**src/rtl/rr_arb16_sched_pkg.sv**
```systemverilog
// Shared definitions for the 16-way round-robin arbiter/scheduler.
//   state_e  : FSM encoding (IDLE / BUSY / GAP)
//   NREQ     : number of requesters
//   IDX_W    : width of a requester index
//   ffs_idx  : index of the lowest set bit of a 16-bit vector (0 if none)
package rr_arb16_sched_pkg;

   localparam int unsigned NREQ  = 16;
   localparam int unsigned IDX_W = 4;

   typedef enum logic [1:0] {
      ST_IDLE = 2'd0,
      ST_BUSY = 2'd1,
      ST_GAP  = 2'd2
   } state_e;

   // Fixed-priority find-first: bit 0 has the highest priority.
   function automatic logic [IDX_W-1:0] ffs_idx(input logic [NREQ-1:0] v);
      logic [IDX_W-1:0] r;
      r = '0;
      for (int i = NREQ - 1; i >= 0; i--) begin
         if (v[i]) r = IDX_W'(i);
      end
      return r;
   endfunction

endpackage

```
**src/rtl/onehot_dec4_16.sv**
```systemverilog
// 4-to-16 one-hot decoder with enable.
//   idx      in  4   index to decode
//   en       in  1   1 = drive the selected bit, 0 = all-zero output
//   onehot_c out 16  combinational one-hot (or zero) result
module onehot_dec4_16
   import rr_arb16_sched_pkg::*;
(
   input  logic [IDX_W-1:0] idx,
   input  logic             en,
   output logic [NREQ-1:0]  onehot_c
);

   always_comb begin
      onehot_c = '0;
      if (en) onehot_c[idx] = 1'b1;
   end

endmodule

```
**src/rtl/rr_arb16_sched.sv**
```systemverilog
// Round-robin arbiter/scheduler sharing one resource among 16 requesters.
// A winner is picked in IDLE, owns the resource in BUSY until it releases,
// withdraws its request or hits MAX_HOLD cycles, then one GAP cycle of bus
// turnaround precedes the next arbitration.
//   clk      in   1   rising-edge clock
//   rst_n    in   1   async active-low reset
//   en       in   1   allows new grants (does not revoke a running grant)
//   req      in   16  level requests, bit k = requester k
//   done     in   1   owner releases the resource (only looked at in BUSY)
//   gnt      out  16  one-hot grant, decode of gnt_id gated by gnt_vld
//   gnt_id   out  4   index of the current owner
//   gnt_vld  out  1   a grant is active
//   timeout  out  1   one-cycle pulse after a forced release at MAX_HOLD
module rr_arb16_sched
   import rr_arb16_sched_pkg::*;
#(
   parameter int unsigned MAX_HOLD = 255,
   parameter int unsigned CNT_W    = 8
) (
   input  logic             clk,
   input  logic             rst_n,
   input  logic             en,
   input  logic [NREQ-1:0]  req,
   input  logic             done,
   output logic [NREQ-1:0]  gnt,
   output logic [IDX_W-1:0] gnt_id,
   output logic             gnt_vld,
   output logic             timeout
);

   state_e             state_q, state_d;
   logic [IDX_W-1:0]   ptr_q, ptr_d;
   logic [CNT_W-1:0]   hold_q, hold_d;
   logic [IDX_W-1:0]   gnt_id_d;
   logic               gnt_vld_d;
   logic               timeout_d;

   logic [NREQ-1:0]    req_rot;
   logic [IDX_W-1:0]   win_idx;
   logic               at_max;
   logic               release_c;

   // Rotate requests so that requester ptr lands on bit 0.
   always_comb begin
      req_rot = '0;
      for (int i = 0; i < NREQ; i++) begin
         req_rot[i] = req[IDX_W'(i) + ptr_q];
      end
   end

   // Find-first in rotated space, then map back; 4-bit add wraps mod 16.
   assign win_idx = ptr_q + ffs_idx(req_rot);

   assign at_max    = (hold_q == CNT_W'(MAX_HOLD));
   assign release_c = done | ~req[gnt_id] | at_max;

   // State and registered outputs.
   always_ff @(posedge clk or negedge rst_n) begin
      if (!rst_n) begin
         state_q <= ST_IDLE;
         ptr_q   <= '0;
         hold_q  <= '0;
         gnt_id  <= '0;
         gnt_vld <= 1'b0;
         timeout <= 1'b0;
      end else begin
         state_q <= state_d;
         ptr_q   <= ptr_d;
         hold_q  <= hold_d;
         gnt_id  <= gnt_id_d;
         gnt_vld <= gnt_vld_d;
         timeout <= timeout_d;
      end
   end

   // Next-state and next-output logic.
   always_comb begin
      state_d   = state_q;
      ptr_d     = ptr_q;
      hold_d    = hold_q;
      gnt_id_d  = gnt_id;
      gnt_vld_d = gnt_vld;
      timeout_d = 1'b0;

      unique case (state_q)
         ST_IDLE: begin
            if (en && (req != '0)) begin
               state_d   = ST_BUSY;
               gnt_id_d  = win_idx;
               gnt_vld_d = 1'b1;
               hold_d    = CNT_W'(1);
            end
         end

         ST_BUSY: begin
            if (release_c) begin
               state_d   = ST_GAP;
               gnt_vld_d = 1'b0;
               gnt_id_d  = '0;
               ptr_d     = gnt_id + IDX_W'(1);
               hold_d    = '0;
               // An owner that signals done in the last allowed cycle is not timed out.
               timeout_d = at_max & ~done;
            end else if (!at_max) begin
               hold_d = hold_q + CNT_W'(1);
            end
         end

         ST_GAP: begin
            state_d = ST_IDLE;
         end

         default: begin
            state_d   = ST_IDLE;
            gnt_vld_d = 1'b0;
            gnt_id_d  = '0;
            hold_d    = '0;
         end
      endcase
   end

   // Grant lines: decode of the registered owner index.
   onehot_dec4_16 u_gnt_dec (
      .idx      (gnt_id),
      .en       (gnt_vld),
      .onehot_c (gnt)
   );

endmodule

```
**config.mk**
```make
export PLATFORM = sky130hd
export DESIGN_NAME = rr_arb16_sched
export DESIGN_NICKNAME = d
export VERILOG_FILES = /design/src/rtl/rr_arb16_sched_pkg.sv /design/src/rtl/onehot_dec4_16.sv /design/src/rtl/rr_arb16_sched.sv
export SDC_FILE = /design/constraint.sdc
export NUM_CORES = 1
export LEC_CHECK = 0
export CAP_MARGIN = 20
export CORE_ASPECT_RATIO = 2
export CORE_MARGIN = 3
export CORE_UTILIZATION = 55
export CTS_CLUSTER_DIAMETER = 200
export DETAILED_ROUTE_END_ITERATION = 10
export PLACE_DENSITY_LB_ADDON = 0.1
export SYNTH_ARGS = -nofsm -noshare
export SYNTH_HDL_FRONTEND = slang
export SYNTH_SLANG_ARGS = --single-unit
```
**constraint.sdc**
```tcl
create_clock -name clk -period 5.8 [get_ports clk]
set_input_delay 0.87 -clock clk [delete_from_list [all_inputs] [get_ports clk]]
set_output_delay 0.87 -clock clk [all_outputs]
set_load 0.03 [all_outputs]
```
==> run summary, run 1 <==
#FFs+latches synth = 20
FF-to-FF End = gnt_id[3]$_DFFE_PN0P_
clk_lat worst skew = 0.26 ns
FP Rows = 34
Clock Path Buffers = 2
H-tree depth = 1
Worst Hold Path EP = hold_q[0]$_DFFE_PN0P_
Die W = 53.7 um
sequential area share after synthesis = 20.0%
cell area after layout = 0.00296 mm2
Area contributors post-synth = dfrtp_1 (20%), mux4_2 (17%), mux4_1 (9.4%)
Sum Neg Setup Slack = 0 ns
number of global-route vias before repair = 2106
Synth cell types = 47
Final WS setup = 1.29 ns
aggregate global routing overflow = 0
count of final setup violators = 0
pre-CTS setup slack = 1.28 ns
core area = 0.00438 mm2
synth-to-layout area growth = 18.3%
WL per Instance = 20.4 um
CP max FO = 14
Num CTS Buffers = 3
max-cap viol count = 0
DIE AREA = 0.00545 mm2
f_max = 222 MHz
register area = 500 um2
HPWL after DPL = 5490 um
Final Skew = 0.00160 ns
number of port buffers = 41
element type at the critical path end = flip-flop
DP Area = 0.00292 mm2
Finished Core Util = 67.6%
Worst Path Arrival = 4.66 ns
antenna-violating nets left = 0
max_slew headroom = 40.0%
Min Hold Slack = 0.534 ns
worst hold start = state_q[0]$_DFFE_PN0P_
DR DRC count = 0
commonest cells in the netlist = nor2_1 (24), dfrtp_1 (20), mux4_2 (19)
largest net degree at the start of global routing = 23
initial antenna violation count = 0
RSZ-0062 raised after global routing = false
hold_buf cts = 0
R2R depth = 15
total number of vias = 2054
area taken by multi-input logic gates = 0.00187 mm2
Final Power = 1.81 mW
Slew Limit Fails = 0
synthesized instance count = 242
Resized cells post-CTS = 0
Leakage = 1.22 nW
YS warnings = 0
# clock sinks = 20
Inst Count DP = 326
ant diodes = 0
Clock Tree Root = clkbuf_8
Hold Crit Depth = 1
top-count cell post-synth = nor2_1
Synth Cell Area = 0.00250 mm2
Most used DFF post-synth = dfrtp_1
Worst-Margin Slew = 0.898 ns
count of filler cells inserted in the layout = 366
initial DRC count = 18
Synth area leader = dfrtp_1
FFs w/ async S/R, synth = 100%
outcome = finished clean
power per cell area = 611 mW/mm2
reg2reg setup slack = 1.29 ns
starting density of the core = 57.2%
number of flops mapped to enable cells by yosys = 0
post-synth top area share = 20.0%
syn avg cell area = 10.4 um2
syn nets = 278
Non-Filler Instances = 329
Ports = 42
final net count = 313
first-pass detailed-route iteration total = 4
Tot GR Track Use = 26.5%
Worst-path clk slew = 0.07 ns
DRT Wirelength = 6720 um
Req. time, crit path = 5.95 ns
Final period util = 77.7%
first-pass GRT wire length = 10400 um
crit path time final = 4.51 ns
critical path class = flip-flop to flip-flop
DR vias/cell = 6.24
type of the most critical hold path = flip-flop to flip-flop
RR Startpoint = ptr_q[1]$_DFFE_PN0P_
Worst setup SP type = flip-flop
GP Congestion = 0.862
layout cells sized above 1 = 13.8%
Post-CTS Repair Setup Buffers = 0
CTS tree = yes
Max VDD drop = 327 uV
Hold Fails Final Rpt = 0
Die Y-Extent = 101 um
==> worst max-delay path: stages, from the launching register on <==
cell and delay, ns:
dfrtp_1 0.69, inv_1 0.23, ha_1 0.53, mux4_1 0.64, mux2_2 0.30, mux2i_1 0.29, nand2_1 0.11, a31o_1 0.21
a21boi_1 0.18, o31a_1 0.21, ha_1 0.25, a21o_1 0.15, a21oi_1 0.17, xnor2_1 0.15, xnor2_1 0.09, a22o_1 0.19
==> registers in the layout, summed over array words and instances, names as in the netlist <==
register	cells
hold_q	8
state_q	2
gnt_id	4
timeout	1
ptr_q	4
gnt_vld	1
==> metal layers <==
| layer | vias to the layer above | wire length [um] | global-route usage, % |
|---|---|---|---|
| met3 | 26 | 199 | 4.12 |
| met1 | 1007 | 2240 | 25.7 |
| li1 | 972 | - | - |
| met5 | - | 0 | 0 |
| met2 | 49 | 3850 | 48.2 |
| met4 | 0 | 430 | 17.5 |
==> where the power goes <==
| part | switching (mW) | internal [mW] |
|---|---|---|
| registers | 0.0850 | 0.177 |
| logic | 0.775 | 0.682 |
| clock network | 0.0446 | 0.0463 |
| total | 0.905 | 0.906 |
==> worst max path at each step <==
| stage | from | end | slack [ns] | depth (start not counted) |
|---|---|---|---|---|
| 5_1_grt | ptr_q[1]$_DFFE_PN0P_ | gnt_id[3]$_DFFE_PN0P_ | 1.00 | 13 |
| 3_3_place_gp | req[9] | gnt_id[3]$_DFFE_PN0P_ | 1.32 | 14 |
| 6_report | ptr_q[1]$_DFFE_PN0P_ | gnt_id[3]$_DFFE_PN0P_ | 1.29 | 15 |
| 3_5_place_dp | req[9] | gnt_id[3]$_DFFE_PN0P_ | 1.28 | 14 |
| 4_1_cts | ptr_q[1]$_DFFE_PN0P_ | gnt_id[3]$_DFFE_PN0P_ | 1.33 | 13 |
| 2_1_floorplan | ptr_q[1]$_DFFE_PN0P_ | gnt_id[3]$_DFFE_PN0P_ | 1.76 | 15 |
==> placed cells by master, fill, tap and decap left out, drive strengths merged, types with 2 or more instances in the layout <==
cell type	n
clkdlybuf4s50	41
xnor2	9
nor2b	2
dfrtp	20
xor2	8
a21oi	3
nor4	5
a21boi	3
nand4	2
o21ai	10
clkbuf	3
o22ai	2
nor2	24
nand2	18
nand2b	7
nand3	7
mux2	11
clkinv	2
a41oi	2
mux4	28
and3	2
o31a	2
a21o	2
nor3	6
inv	17
mux2i	9
ha	15
==> area by class of cell <==
cell class              instances  area share (%)
multi-input cells             191            62.9
well taps                      54            2.28
flip-flops and latches         20            16.9
clock buffers                   3            1.39
repair buffers                 42            14.1
inverters                      19            2.41
==> cell families after synthesis <==
group	count (synthesis)	synth area share [%]
AO/OA/AOI/OAI	31	8.49
XOR/XNOR	17	5.94
adder cells (fa/ha/maj)	16	8.29
buffers and inverters	31	5.54
flip-flops	20	20.0
multiplexers	48	35.4
AND/OR/NAND/NOR	79	16.4
No activity file was read; power rests on OpenSTA's default activity.
==> run 2: changes to the inputs <==
==> constraint.sdc (replaced) <==
create_clock -name clk -period 4.6 [get_ports clk]
set_input_delay 0.69 -clock clk [delete_from_list [all_inputs] [get_ports clk]]
set_output_delay 0.69 -clock clk [all_outputs]
set_load 0.03 [all_outputs]
==> run 2 against run 1 <==
Against the previous run: largest cell class unchanged; combinational power rose by 25%; critical endpoint unchanged; worst hold slack improved by 0.0040 ns; clock-buffer cell count rose by 1; first-iteration DRC count rose to 3.7 times the previous value.
==> run summary, run 2 (synthesis gave the netlist of run 1 again) <==
Req. time, crit path = 4.76 ns (-1.19 ns)
Slew Limit Fails = 0 (unchanged)
DRT Wirelength = 6490 um (-3.4%)
number of global-route vias before repair = 2137 (+1.5%)
aggregate global routing overflow = 0 (unchanged)
synth-to-layout area growth = 19.2%
Worst-Margin Slew = 0.894 ns (-0.00426 ns)
initial antenna violation count = 0 (unchanged)
WL per Instance = 19.6 um (-4.0%)
max-cap viol count = 0 (unchanged)
GP Congestion = 0.838 (-2.9%)
total number of vias = 2090 (+1.8%)
DP Area = 0.00293 mm2 (+0.26%)
power per cell area = 765 mW/mm2 (+25%)
hold_buf cts = 0 (unchanged)
Top reg by flops = hold_q
Final period util = 87.9%
clk_lat worst skew = 0.26 ns (about the same)
Sum Neg Setup Slack = 0 ns (unchanged)
first-pass GRT wire length = 10300 um (-1.8%)
largest registers = hold_q x8, gnt_id x4, ptr_q x4
Die W = 53.7 um (unchanged)
Finished Core Util = 68.1% (+0.49 points)
first-pass detailed-route iteration total = 4 (unchanged)
outcome = finished clean
Final Skew = 0.00280 ns (+0.00120 ns)
f_max = 247 MHz
CP max FO = 6 (-8)
final net count = 314 (+0.32%)
Hold Fails Final Rpt = 0 (unchanged)
largest net degree at the start of global routing = 23 (unchanged)
count of final setup violators = 0 (unchanged)
starting density of the core = 57.2% (unchanged)
number of port buffers = 41 (unchanged)
Max VDD drop = 443 uV (+36%)
Num CTS Buffers = 3 (unchanged)
most frequent cells in the layout = clkdlybuf4s50_1 (41), nor2_1 (24), dfrtp_1 (20)
Ports = 42 (unchanged)
Resized cells post-CTS = 0 (unchanged)
antenna-violating nets left = 0 (unchanged)
DIE AREA = 0.00545 mm2 (unchanged)
critical path class = input pin to flip-flop
HPWL after DPL = 5300 um (-3.4%)
H-tree depth = 1 (unchanged)
Clock Tree Root = clkbuf_8
Worst Path Arrival = 4.20 ns (-0.46 ns)
cell area after layout = 0.00299 mm2 (+0.72%)
DR DRC count = 0 (unchanged)
# clock sinks = 20 (unchanged)
Worst setup SP type = input pin
max_slew headroom = 40.2% (+0.29 points)
crit path time final = 4.04 ns
R2R depth = 15 (unchanged)
core area = 0.00438 mm2 (unchanged)
commonest non-fill, non-tap cell in the layout = clkdlybuf4s50_1
Die Y-Extent = 101 um (unchanged)
ant diodes = 0 (unchanged)
max FFs per register = 8 (unchanged)
RSZ-0062 raised after global routing = false
initial DRC count = 67 (+49)
Clock Path Buffers = 2 (unchanged)
Tot GR Track Use = 25.9% (-0.62 points)
element type at the critical path end = flip-flop
Leakage = 1.24 nW (+1.0%)
type of the most critical hold path = flip-flop to flip-flop
CTS tree = yes
FP Rows = 34 (unchanged)
Post-CTS Repair Setup Buffers = 0 (unchanged)
DR vias/cell = 6.31 (+1.1%)
Hold Crit Depth = 1 (unchanged)
Worst-path clk slew = 0.07 ns (about the same)
layout cells sized above 1 = 14.4% (+0.62 points)
## run 2: routing by layer
layer / vias up / routed length (um) / track usage (%)
met4: 0 / 424 / 16.9
met1: 1036 / 2200 / 25.2
li1: 973 / - / -
met3: 25 / 204 / 2.80
met5: - / 0 / 0
met2: 56 / 3660 / 47.9
## run 2: final cells by class
class / instances / area [um2]
Clock buffer: 4 / 55.1
Sequential cell: 20 / 500
Timing Repair Buffer: 43 / 425
Tap cell: 54 / 67.6
Multi-Input combinational cell: 191 / 1870
Fill cell: 336 / 1400
Inverter: 19 / 71.3
## run 2: worst paths after layout
path,startpoint,endpoint,slack (ns)
max,req[10],gnt_id[3]$_DFFE_PN0P_,0.56
min,state_q[0]$_DFFE_PN0P_,hold_q[0]$_DFFE_PN0P_,0.54
max reg2reg,ptr_q[1]$_DFFE_PN0P_,gnt_id[3]$_DFFE_PN0P_,0.60
min reg2reg,state_q[0]$_DFFE_PN0P_,hold_q[0]$_DFFE_PN0P_,0.54
max in group asynchronous,rst_n,hold_q[2]$_DFFE_PN0P_,3.12
min in group asynchronous,rst_n,gnt_id[0]$_DFFE_PN0P_,0.93
## run 2: critical path, stage by stage
cell	delay, ns
clkdlybuf4s50_1	0.52
mux4_1	0.56
mux2_2	0.30
mux2i_1	0.32
o211ai_1	0.17
a31o_1	0.27
a21boi_1	0.17
o31a_1	0.18
ha_1	0.24
a21o_1	0.16
a21oi_1	0.16
xnor2_1	0.15
xnor2_1	0.09
a22o_1	0.20
## run 2: through the flow
stage	hold WS [ns]	worst slack (ns)	std cells	power, mW
2_1_floorplan	0.394	0.559	242	1.75
3_3_place_gp	0.518	0.392	327	2.10
3_5_place_dp	0.535	0.322	327	2.14
4_1_cts	0.538	0.600	331	2.29
5_1_grt	0.572	0.255	331	2.46
6_report	0.538	0.559	331	2.28
## run 2: power by group
part / switching (mW) / internal (mW) / leakage (nW)
Clock: 0.0597 / 0.0763 / 0.0288
Sequential: 0.0936 / 0.224 / 0.264
Combinational: 0.967 / 0.863 / 0.942
Total: 1.12 / 1.16 / 1.24
==> run 3: changes to the inputs <==
--- a/config.mk
+++ b/config.mk
@@ -5,13 +5,14 @@
 export SDC_FILE = /design/constraint.sdc
 export NUM_CORES = 1
 export LEC_CHECK = 0
-export CAP_MARGIN = 20
+export CAP_MARGIN = 5
 export CORE_ASPECT_RATIO = 2
-export CORE_MARGIN = 3
-export CORE_UTILIZATION = 55
+export CORE_MARGIN = 8
+export CORE_UTILIZATION = 54
 export CTS_CLUSTER_DIAMETER = 200
 export DETAILED_ROUTE_END_ITERATION = 10
 export PLACE_DENSITY_LB_ADDON = 0.1
 export SYNTH_ARGS = -nofsm -noshare
 export SYNTH_HDL_FRONTEND = slang
+export SYNTH_HIERARCHICAL = 1
 export SYNTH_SLANG_ARGS = --single-unit
==> run 3 against run 2 <==
Against the previous run: area after synthesis shrank 0.25%; clock-buffer cell count unchanged; clock power barely moved; core utilization is 1.0 points lower; register-to-register slack got worse by 0.06 ns; highest routed layer unchanged.
==> run summary, run 3 <==
Tot GR Track Use = 17.2% (-8.7 points)
clk_lat worst skew = 0.25 ns (about the same)
Resized cells post-CTS = 0 (unchanged)
synth-to-layout area growth = 21.1%
Final period util = 88.2% (+0.31 points)
FF-to-FF End = gnt_id[3]$_DFFE_PN0P_
CP max stage cell = mux4_2
aggregate global routing overflow = 0 (unchanged)
Top reg by flops = hold_q
max-cap viol count = 0 (unchanged)
GP Congestion = 0.972 (+16%)
highest routed layer = met4
worst hold start = hold_q[4]$_DFFE_PN0P_
slowest stage delay, CP = 0.60 ns (+0.04 ns)
largest registers = hold_q x8, gnt_id x4, ptr_q x4
CTS tree = yes
reg2reg setup slack = 0.54 ns (-0.06 ns)
f_max = 247 MHz (-0.35%)
Num CTS Buffers = 3 (unchanged)
first-pass GRT wire length = 10400 um (+1.3%)
CP max FO = 8 (+2)
hold_buf cts = 0 (unchanged)
FFs w/ async S/R, synth = 100% (unchanged)
critical path class = flip-flop to flip-flop
Inst Count DP = 324 (-0.92%)
antenna-violating nets left = 0 (unchanged)
Die W = 64.1 um (+19%)
count of filler cells inserted in the layout = 363 (+8.0%)
power per cell area = 742 mW/mm2 (-3.0%)
top-count cell post-synth = nor2_1
YS warnings = 6 (+6)
# clock sinks = 20 (unchanged)
Hold Crit Depth = 1 (unchanged)
number of port buffers = 41 (unchanged)
DIE AREA = 0.00719 mm2 (+32%)
Synth Cell Area = 0.00250 mm2 (-0.25%)
Area contributors post-synth = mux4_2 (23%), dfrtp_1 (20%), mux4_1 (8.4%)
RR Startpoint = ptr_q[0]$_DFFE_PN0P_
DR vias/cell = 6.51 (+3.1%)
Met2 Routed Length = 3450 um (-5.9%)
H-tree depth = 1 (unchanged)
post-synth top area share = 23.4% (+3.5 points)
Clock Path Buffers = 2 (unchanged)
ant diodes = 0 (unchanged)
R2R depth = 13 (-2)
total number of vias = 2135 (+2.2%)
initial DRC count = 79 (+18%)
Sum Neg Setup Slack = 0 ns (unchanged)
synthesized instance count = 232 (-4.1%)
element type at the critical path end = flip-flop
area taken by multi-input logic gates = 0.00192 mm2 (+3.0%)
commonest non-fill, non-tap cell in the layout = clkdlybuf4s50_1
core area = 0.00451 mm2 (+2.9%)
max_slew headroom = 41.2% (+0.99 points)
Worst-Margin Slew = 0.879 ns (-0.0148 ns)
syn nets = 265 (-4.7%)
final net count = 307 (-2.2%)
Metal-1 WL = 2430 um (+10%)
syn avg cell area = 10.8 um2 (+4.0%)
largest net degree at the start of global routing = 23 (unchanged)
Synth area leader = mux4_2
Leakage = 1.21 nW (-2.0%)
Most used DFF post-synth = dfrtp_1
number of flops mapped to enable cells by yosys = 0 (unchanged)
initial antenna violation count = 0 (unchanged)
number of global-route vias before repair = 2167 (+1.4%)
#FFs+latches synth = 20 (unchanged)
first-pass detailed-route iteration total = 4 (unchanged)
Max VDD drop = 390 uV (-12%)
Clock Tree Root = clkbuf_8
met3 wire length = 227 um (+11%)
outcome = finished clean
DRT Wirelength = 6230 um (-4.1%)
Synth cell types = 38 (-19%)
sequential area share after synthesis = 20.0% (+0.050 points)
Worst Hold Path EP = hold_q[4]$_DFFE_PN0P_
DR DRC count = 0 (unchanged)
Die Y-Extent = 112 um (+11%)
layout cells sized above 1 = 16.5% (+2.0 points)
Post-CTS Repair Setup Buffers = 0 (unchanged)
WL per Instance = 19.0 um (-3.2%)
FP Rows = 35 (+2.9%)
critical path cell sequence = inv_1, ha_1, mux4_2, mux4_2, o31ai_1, a21oi_1, o21ai_0, ha_1, a21o_1, a21oi_1, xor2_1, xnor2_1, a22o_1
Req. time, crit path = 4.75 ns (about the same)
commonest cells in the netlist = nor2_1 (30), mux4_2 (26), dfrtp_1 (20)
starting density of the core = 55.4% (-1.8 points)
Worst-path clk slew = 0.08 ns (about the same)
Slew Limit Fails = 0 (unchanged)
count of final setup violators = 0 (unchanged)
RSZ-0062 raised after global routing = false
max FFs per register = 8 (unchanged)
Non-Filler Instances = 328 (-0.91%)
Worst setup SP type = flip-flop
crit path time final = 4.06 ns (+0.0143 ns)
Ports = 42 (unchanged)
type of the most critical hold path = flip-flop to flip-flop
Worst Path Arrival = 4.20 ns (about the same)
register area = 500 um2 (unchanged)
Hold Fails Final Rpt = 0 (unchanged)
HPWL after DPL = 4930 um (-7.1%)
most frequent cells in the layout = clkdlybuf4s50_1 (41), nor2_1 (30), mux4_2 (26)
Final Skew = 0.00389 ns (+0.00109 ns)
run 3: worst max path at each step:
stage / start / end / slack, ns / cells past startpoint
final: ptr_q[0]$_DFFE_PN0P_ / gnt_id[3]$_DFFE_PN0P_ / 0.54 / 13
after global routing: ptr_q[0]$_DFFE_PN0P_ / gnt_id[3]$_DFFE_PN0P_ / 0.27 / 13
after CTS: ptr_q[0]$_DFFE_PN0P_ / gnt_id[3]$_DFFE_PN0P_ / 0.53 / 13
after detailed placement: req[4] / gnt_id[3]$_DFFE_PN0P_ / 0.41 / 12
after global placement: req[5] / gnt_id[3]$_DFFE_PN0P_ / 0.45 / 12
after floorplan: ptr_q[1]$_DFFE_PN0P_ / gnt_id[3]$_DFFE_PN0P_ / 0.10 / 15
run 3: metrics by stage:
stage / cell area (um2) / power (mW) / hold WS [ns] / setup WS [ns] / utilization [%]
6_report: 3030 / 2.25 / 0.506 / 0.544 / 67.1
5_1_grt: 3030 / 2.42 / 0.531 / 0.270 / 67.1
4_1_cts: 3030 / 2.23 / 0.506 / 0.531 / 67.1
3_5_place_dp: 2970 / 2.09 / 0.497 / 0.411 / 65.9
3_3_place_gp: 2970 / 2.05 / 0.494 / 0.454 / 65.9
2_1_floorplan: 2500 / 1.69 / 0.394 / 0.100 / -
run 3: worst max-delay path, delay by kind of cell (launching register included):
family,cells,cell delay [ns]
AOI/OAI and AO/OA,6,1.22
xor gates and xnor gates,2,0.28
adders and majority gates,2,0.86
buffers and inverters,1,0.13
DFF,1,0.35
muxes,2,1.13
run 3: metal layers:
layer,global-route usage [%],vias to the layer above
met4,5.43,0
met3,1.89,10
met1,20.0,1071
met5,0,-
met2,31.6,66
li1,-,988
run 3: layout make-up:
cell class	count	area share (%)
timing repair buffer	46	14.8
tap	55	2.27
sequential	20	16.5
clock buffer	4	1.82
multi-input combinational	194	63.5
inverter	9	1.12
run 3: logic make-up after synthesis:
logic type | Yosys count | synth area share, %
buffers and inverters | 18 | 3.10
XOR/XNOR | 17 | 5.96
adder cells (fa/ha/maj) | 13 | 6.81
AND/OR/NAND/NOR | 78 | 15.6
AO/OA/AOI/OAI | 36 | 9.96
flip-flops | 20 | 20.0
multiplexers | 50 | 38.5
run 3: power by group:
group,internal [mW],switching (mW)
Combinational,0.865,0.903
Clock,0.0760,0.0569
Sequential,0.224,0.120
==> RTL change 1 (config.mk and constraints of run 2) <==
Put one more register stage on the output `timeout`, cleared by the reset. The value now appears one clock later. The other outputs are not delayed to match. Comments in the files are not updated.
--- a/src/rtl/rr_arb16_sched.sv
+++ b/src/rtl/rr_arb16_sched.sv
@@ -28,4 +28,6 @@
    output logic             timeout
 );
+
+   logic timeout_s0;
 
    state_e             state_q, state_d;
@@ -63,5 +65,5 @@
          gnt_id  <= '0;
          gnt_vld <= 1'b0;
-         timeout <= 1'b0;
+         timeout_s0 <= 1'b0;
       end else begin
          state_q <= state_d;
@@ -70,5 +72,5 @@
          gnt_id  <= gnt_id_d;
          gnt_vld <= gnt_vld_d;
-         timeout <= timeout_d;
+         timeout_s0 <= timeout_d;
       end
    end
@@ -127,4 +129,12 @@
    );
 
+   always_ff @(posedge clk or negedge rst_n) begin
+      if (!rst_n) begin
+         timeout <= '0;
+      end else begin
+         timeout <= timeout_s0;
+      end
+   end
+
 endmodule
 
Function: no difference found for any inputs over 10 cycles, from zero or initial values and one cycle with rst_n low; that may be too few to reach the edited logic, so the function may still have changed.
==> RTL change 1 against run 2 <==
  * Register-to-register slack better by 0.04 ns
  * Sequential power is 8.2% higher
  * Clock power decreased by 14%
  * Power is 5.1% higher
  * Sequential cell count increased by 1
  * Clock skew barely moved
  * Core utilization is 1.1 points higher
  * Synthesized area rose by 2.0%
  * Cell area is 2.6% higher
  * Maximum frequency is 2.1% higher
  * Wire length is 4.6% higher
  * Worst setup slack better by 0.085 ns
==> RTL change 1: results (changes against run 2) <==
stage	metric	value	unit	change
synthesis	mean post-synth cell area	10.1	um^2	was 10.4 um^2
global_route	GR Util All Layers	0.266		was 0.259
place	placed cell area	0.00302	mm^2	was 0.00293 mm^2
worst_setup_path	Slowest cell on crit path	mux4_2		was mux4_1
place	DP Wirelength	5.51	mm	was 5.30 mm
place	Placed Instances	341		was 327
worst_setup_path	Critical Path Max Stage Delay	0.61	ns	was 0.56 ns
final_layout	ratio of cells with drive above 1 in the final layout	0.172		was 0.144
final_layout	num sequential	21		was 20
final_layout	Signal buf overhead	0.149		was 0.142
final_layout	bufs w/o clock	47		was 43
detailed_routing	via/cell ratio	6.32		was 6.31
final_layout	nets	328		was 314
synthesis	Seq/Total Area, Yosys	0.206		was 0.200
synthesis	syn nets	289		was 278
timing	clk_skew	0.00240	ns	was 0.00280 ns
final_layout	fraction of area in multi-input gates	0.631		was 0.625
status	status	completed		unchanged
worst_setup_path	CP top delay family	multiplexers		was compound AO/OA/AOI/OAI gates
power	Sw Share	0.502		was 0.491
detailed_routing	Iter 0 DRT Violations	84		was 67
min_path	worst hold path stage count	0		was 1
detailed_routing	Routed WL per cell	19.7	um	was 19.6 um
power	P_clk	0.117	mW	was 0.136 mW
power	PwrDens	783	mW/mm^2	was 765 mW/mm^2
min_path	hold_sp	timeout_s0		was state_q[0]
place	routability-driven placement congestion ratio	0.906		was 0.838
timing	worst-margin pin slew	0.940	ns	was 0.894 ns
synthesis	Synth cell types	34		was 47
global_route	first-pass GRT wire length	10.7	mm	was 10.3 mm
worst_setup_path	data arrival at the endpoint of the critical path	4.10	ns	was 4.20 ns
final_layout	comb_multi_in	209		was 191
final_layout	post-route core utilization	0.692		was 0.681
worst_setup_path	FF-to-FF path depth	13		was 15
detailed_routing	Routed WL	6.79	mm	was 6.49 mm
synthesis	Main synth FF type	dfrtp_1		unchanged
final_layout	multi-input logic area	0.00193	mm^2	was 0.00187 mm^2
worst_setup_path	CP max FO	8		was 6
global_route	number of global-route vias before repair	2164		was 2137
power	peak supply drop	0.492	mV	was 0.443 mV
synthesis	Ys Warns	0		unchanged
synthesis	most frequent cells after synthesis	34 x mux4_2, 30 x nor2_1, 28 x nand2_1, 21 x dfrtp_1		was 24 x nor2_1, 20 x dfrtp_1, 19 x mux4_2, 18 x nand2_1, 17 x inv_1
place	worst slack at placement	0.416	ns	was 0.322 ns
final_layout	Seq/total area	0.172		was 0.168
min_path	Min-Delay Endpoint	timeout		was hold_q[0]
power	seq pwr	0.343	mW	was 0.317 mW
final_layout	clk cell area share	0.0147		was 0.0184
final_layout	Layout fillers	358		was 336
synthesis	Synth area leaders	mux4_2 30%, dfrtp_1 21%, ha_1 7.3%, nor2_1 4.4%, mux2i_1 4.3%		was dfrtp_1 20%, mux4_2 17%, mux4_1 9.4%, ha_1 7.5%, mux2_2 4.0%
power	leak pwr	1.22	nW	was 1.24 nW
worst_setup_path	R2R Setup Slk	0.64	ns	was 0.60 ns
## RTL change 1: metal layers
| layer | track usage | share of wire |
|---|---|---|
| met3 | 0.0146 | 0.034 |
| met5 | 0 | 0 |
| met2 | 0.505 | 0.58 |
| met4 | 0.111 | 0.039 |
| met1 | 0.283 | 0.34 |
## RTL change 1: worst max-delay path by stage
stage	cells past startpoint	slack (ns)	end	start
2_1_floorplan	15	0.28	gnt_id[3]	ptr_q[1]
3_3_place_gp	12	0.45	gnt_id[1]	req[5]
3_5_place_dp	12	0.42	gnt_id[3]	req[6]
4_1_cts	13	0.65	gnt_id[3]	ptr_q[1]
5_1_grt	13	0.36	gnt_id[3]	ptr_q[1]
6_report	13	0.64	gnt_id[3]	ptr_q[1]
## RTL change 1: cells by family after synthesis
logic type,count (synthesis),share of synthesized area
AO/OA/AOI/OAI,34,0.0838
XOR/XNOR,17,0.0583
adder cells (fa/ha/maj),16,0.0813
buffers and inverters,23,0.0382
flip-flops,21,0.206
multiplexers,50,0.365
AND/OR/NAND/NOR,92,0.168
==> RTL change 2 (settings of run 2) <==
Without the edit above. The package constant `NREQ` goes from 16 to 8.
--- a/src/rtl/rr_arb16_sched_pkg.sv
+++ b/src/rtl/rr_arb16_sched_pkg.sv
@@ -6,5 +6,5 @@
 package rr_arb16_sched_pkg;
 
-   localparam int unsigned NREQ  = 16;
+   localparam int unsigned NREQ  = 8;
    localparam int unsigned IDX_W = 4;
 
Ports: changed (resized gnt and req); port bits go from 42 to 26. No check against the original RTL was run, so the function may have changed too.
==> RTL change 2 against run 2 <==
  * Cell area decreased by 28%
  * Synthesized area shrank 27%
  * Via count is 30% lower
  * Worst setup slack better by 0.29 ns
  * Power down 36%
  * Wire length is 31% lower
  * Sequential cell count is the same
  * Global-route usage fell by 2.8 points
  * Critical endpoint unchanged
  * Sequential share of layout area is 6.5 points higher
  * Critical path type unchanged
  * Maximum frequency increased by 7.8%
==> RTL change 2: results (changes against run 2) <==
stage	metric	value	unit	change
worst_setup_path	FF-to-FF path depth	13		was 15
synthesis	Synth area leaders	dfrtp_1 27%, mux4_2 20%, ha_1 5.5%, o21ai_0 3.8%, mux2_2 3.7%		was dfrtp_1 20%, mux4_2 17%, mux4_1 9.4%, ha_1 7.5%, mux2_2 4.0%
place	PortBufs	25		was 41
timing	Slew HR	0.380		was 0.402
final_layout	ratio of cells with drive above 1 in the final layout	0.192		was 0.144
place	worst slack at placement	0.604	ns	was 0.322 ns
status	status	completed		unchanged
power	peak supply drop	0.413	mV	was 0.443 mV
final_layout	nets	215		was 314
detailed_routing	via/cell ratio	6.51		was 6.31
global_route	grt met1 use	0.206		was 0.252
global_route	met2 global-route usage	0.458		was 0.479
power	leak pwr	0.861	nW	was 1.24 nW
synthesis	Seq/Total Area, Yosys	0.273		was 0.200
global_route	first-pass GRT wire length	6.87	mm	was 10.3 mm
min_path	hold_sp	hold_q[6]		was state_q[0]
global_route	GR Util All Layers	0.231		was 0.259
global_route	largest net degree at the start of global routing	21		was 23
global_route	number of global-route vias before repair	1552		was 2137
synthesis	Synth cell types	42		was 47
place	DP Wirelength	3.56	mm	was 5.30 mm
place	routability-driven placement congestion ratio	0.834		was 0.838
clocking	cts repair resizes	0		unchanged
min_path	Min-Delay Endpoint	hold_q[6]		was hold_q[0]
timing	clk_skew	0.00381	ns	was 0.00280 ns
global_route	met3 usage	0.0226		was 0.0280
detailed_routing	Routed WL	4.46	mm	was 6.49 mm
worst_setup_path	R2R Setup Slk	0.96	ns	was 0.60 ns
detailed_routing	Iter 0 DRT Violations	49		was 67
worst_setup_path	data arrival at the endpoint of the critical path	3.89	ns	was 4.20 ns
synthesis	syn nets	193		was 278
[RTL change 2: layout make-up]
class,count,area share
repair buffers,27,0.123
flip-flops and latches,20,0.233
well taps,31,0.0181
clock buffers,3,0.0192
multi-input cells,136,0.582
clock inverters,1,0.0140
inverters,6,0.0105
[RTL change 2: per-stage QoR]
stage	hold slack, ns	std cells	power (mW)
after CTS	0.539	224	1.47
after detailed placement	0.530	220	1.29
after global routing	0.578	224	1.56
final	0.533	224	1.46
after floorplan	0.394	172	1.07
after global placement	0.510	220	1.25
[RTL change 2: worst max-delay path by stage]
| stage | from | endpoint | slack (ns) | cells past startpoint |
|---|---|---|---|---|
| floorplan | ptr_q[1] | gnt_id[3] | 0.89 | 15 |
| finish | req[3] | gnt_id[3] | 0.85 | 12 |
| CTS | req[3] | gnt_id[3] | 0.86 | 12 |
| global placement | req[3] | gnt_id[3] | 0.79 | 12 |
| detailed placement | req[3] | gnt_id[3] | 0.60 | 12 |
| global route | req[3] | gnt_id[3] | 0.67 | 12 |
[RTL change 2: worst max-delay path, cell delays in order]
cell,delay [ns]
clkdlybuf4s50_1,0.54
mux2_2,0.36
mux4_2,0.50
o32ai_2,0.26
a211oi_1,0.15
a2111oi_2,0.40
ha_1,0.33
a21o_1,0.16
a21oi_1,0.17
xnor2_1,0.08
a21oi_1,0.14
o22ai_1,0.09
[RTL change 2: where the power goes]
group / total (mW) / switching, mW / internal, mW
logic: 0.977 / 0.491 / 0.485
clock network: 0.175 / 0.0590 / 0.116
registers: 0.304 / 0.0802 / 0.224
total: 1.46 / 0.630 / 0.826
[RTL change 2: kinds of logic after synthesis]
family | synth area share
flops | 0.273
compound gates | 0.154
simple gates | 0.156
mux | 0.273
fa+ha+maj | 0.0655
buf+inv | 0.0450
xor+xnor | 0.0334
[RTL change 2: layer usage]
layer,wire (um),part of all wire
met1,1450,0.33
met2,2710,0.61
met3,146,0.033
met4,150,0.034
met5,0,0
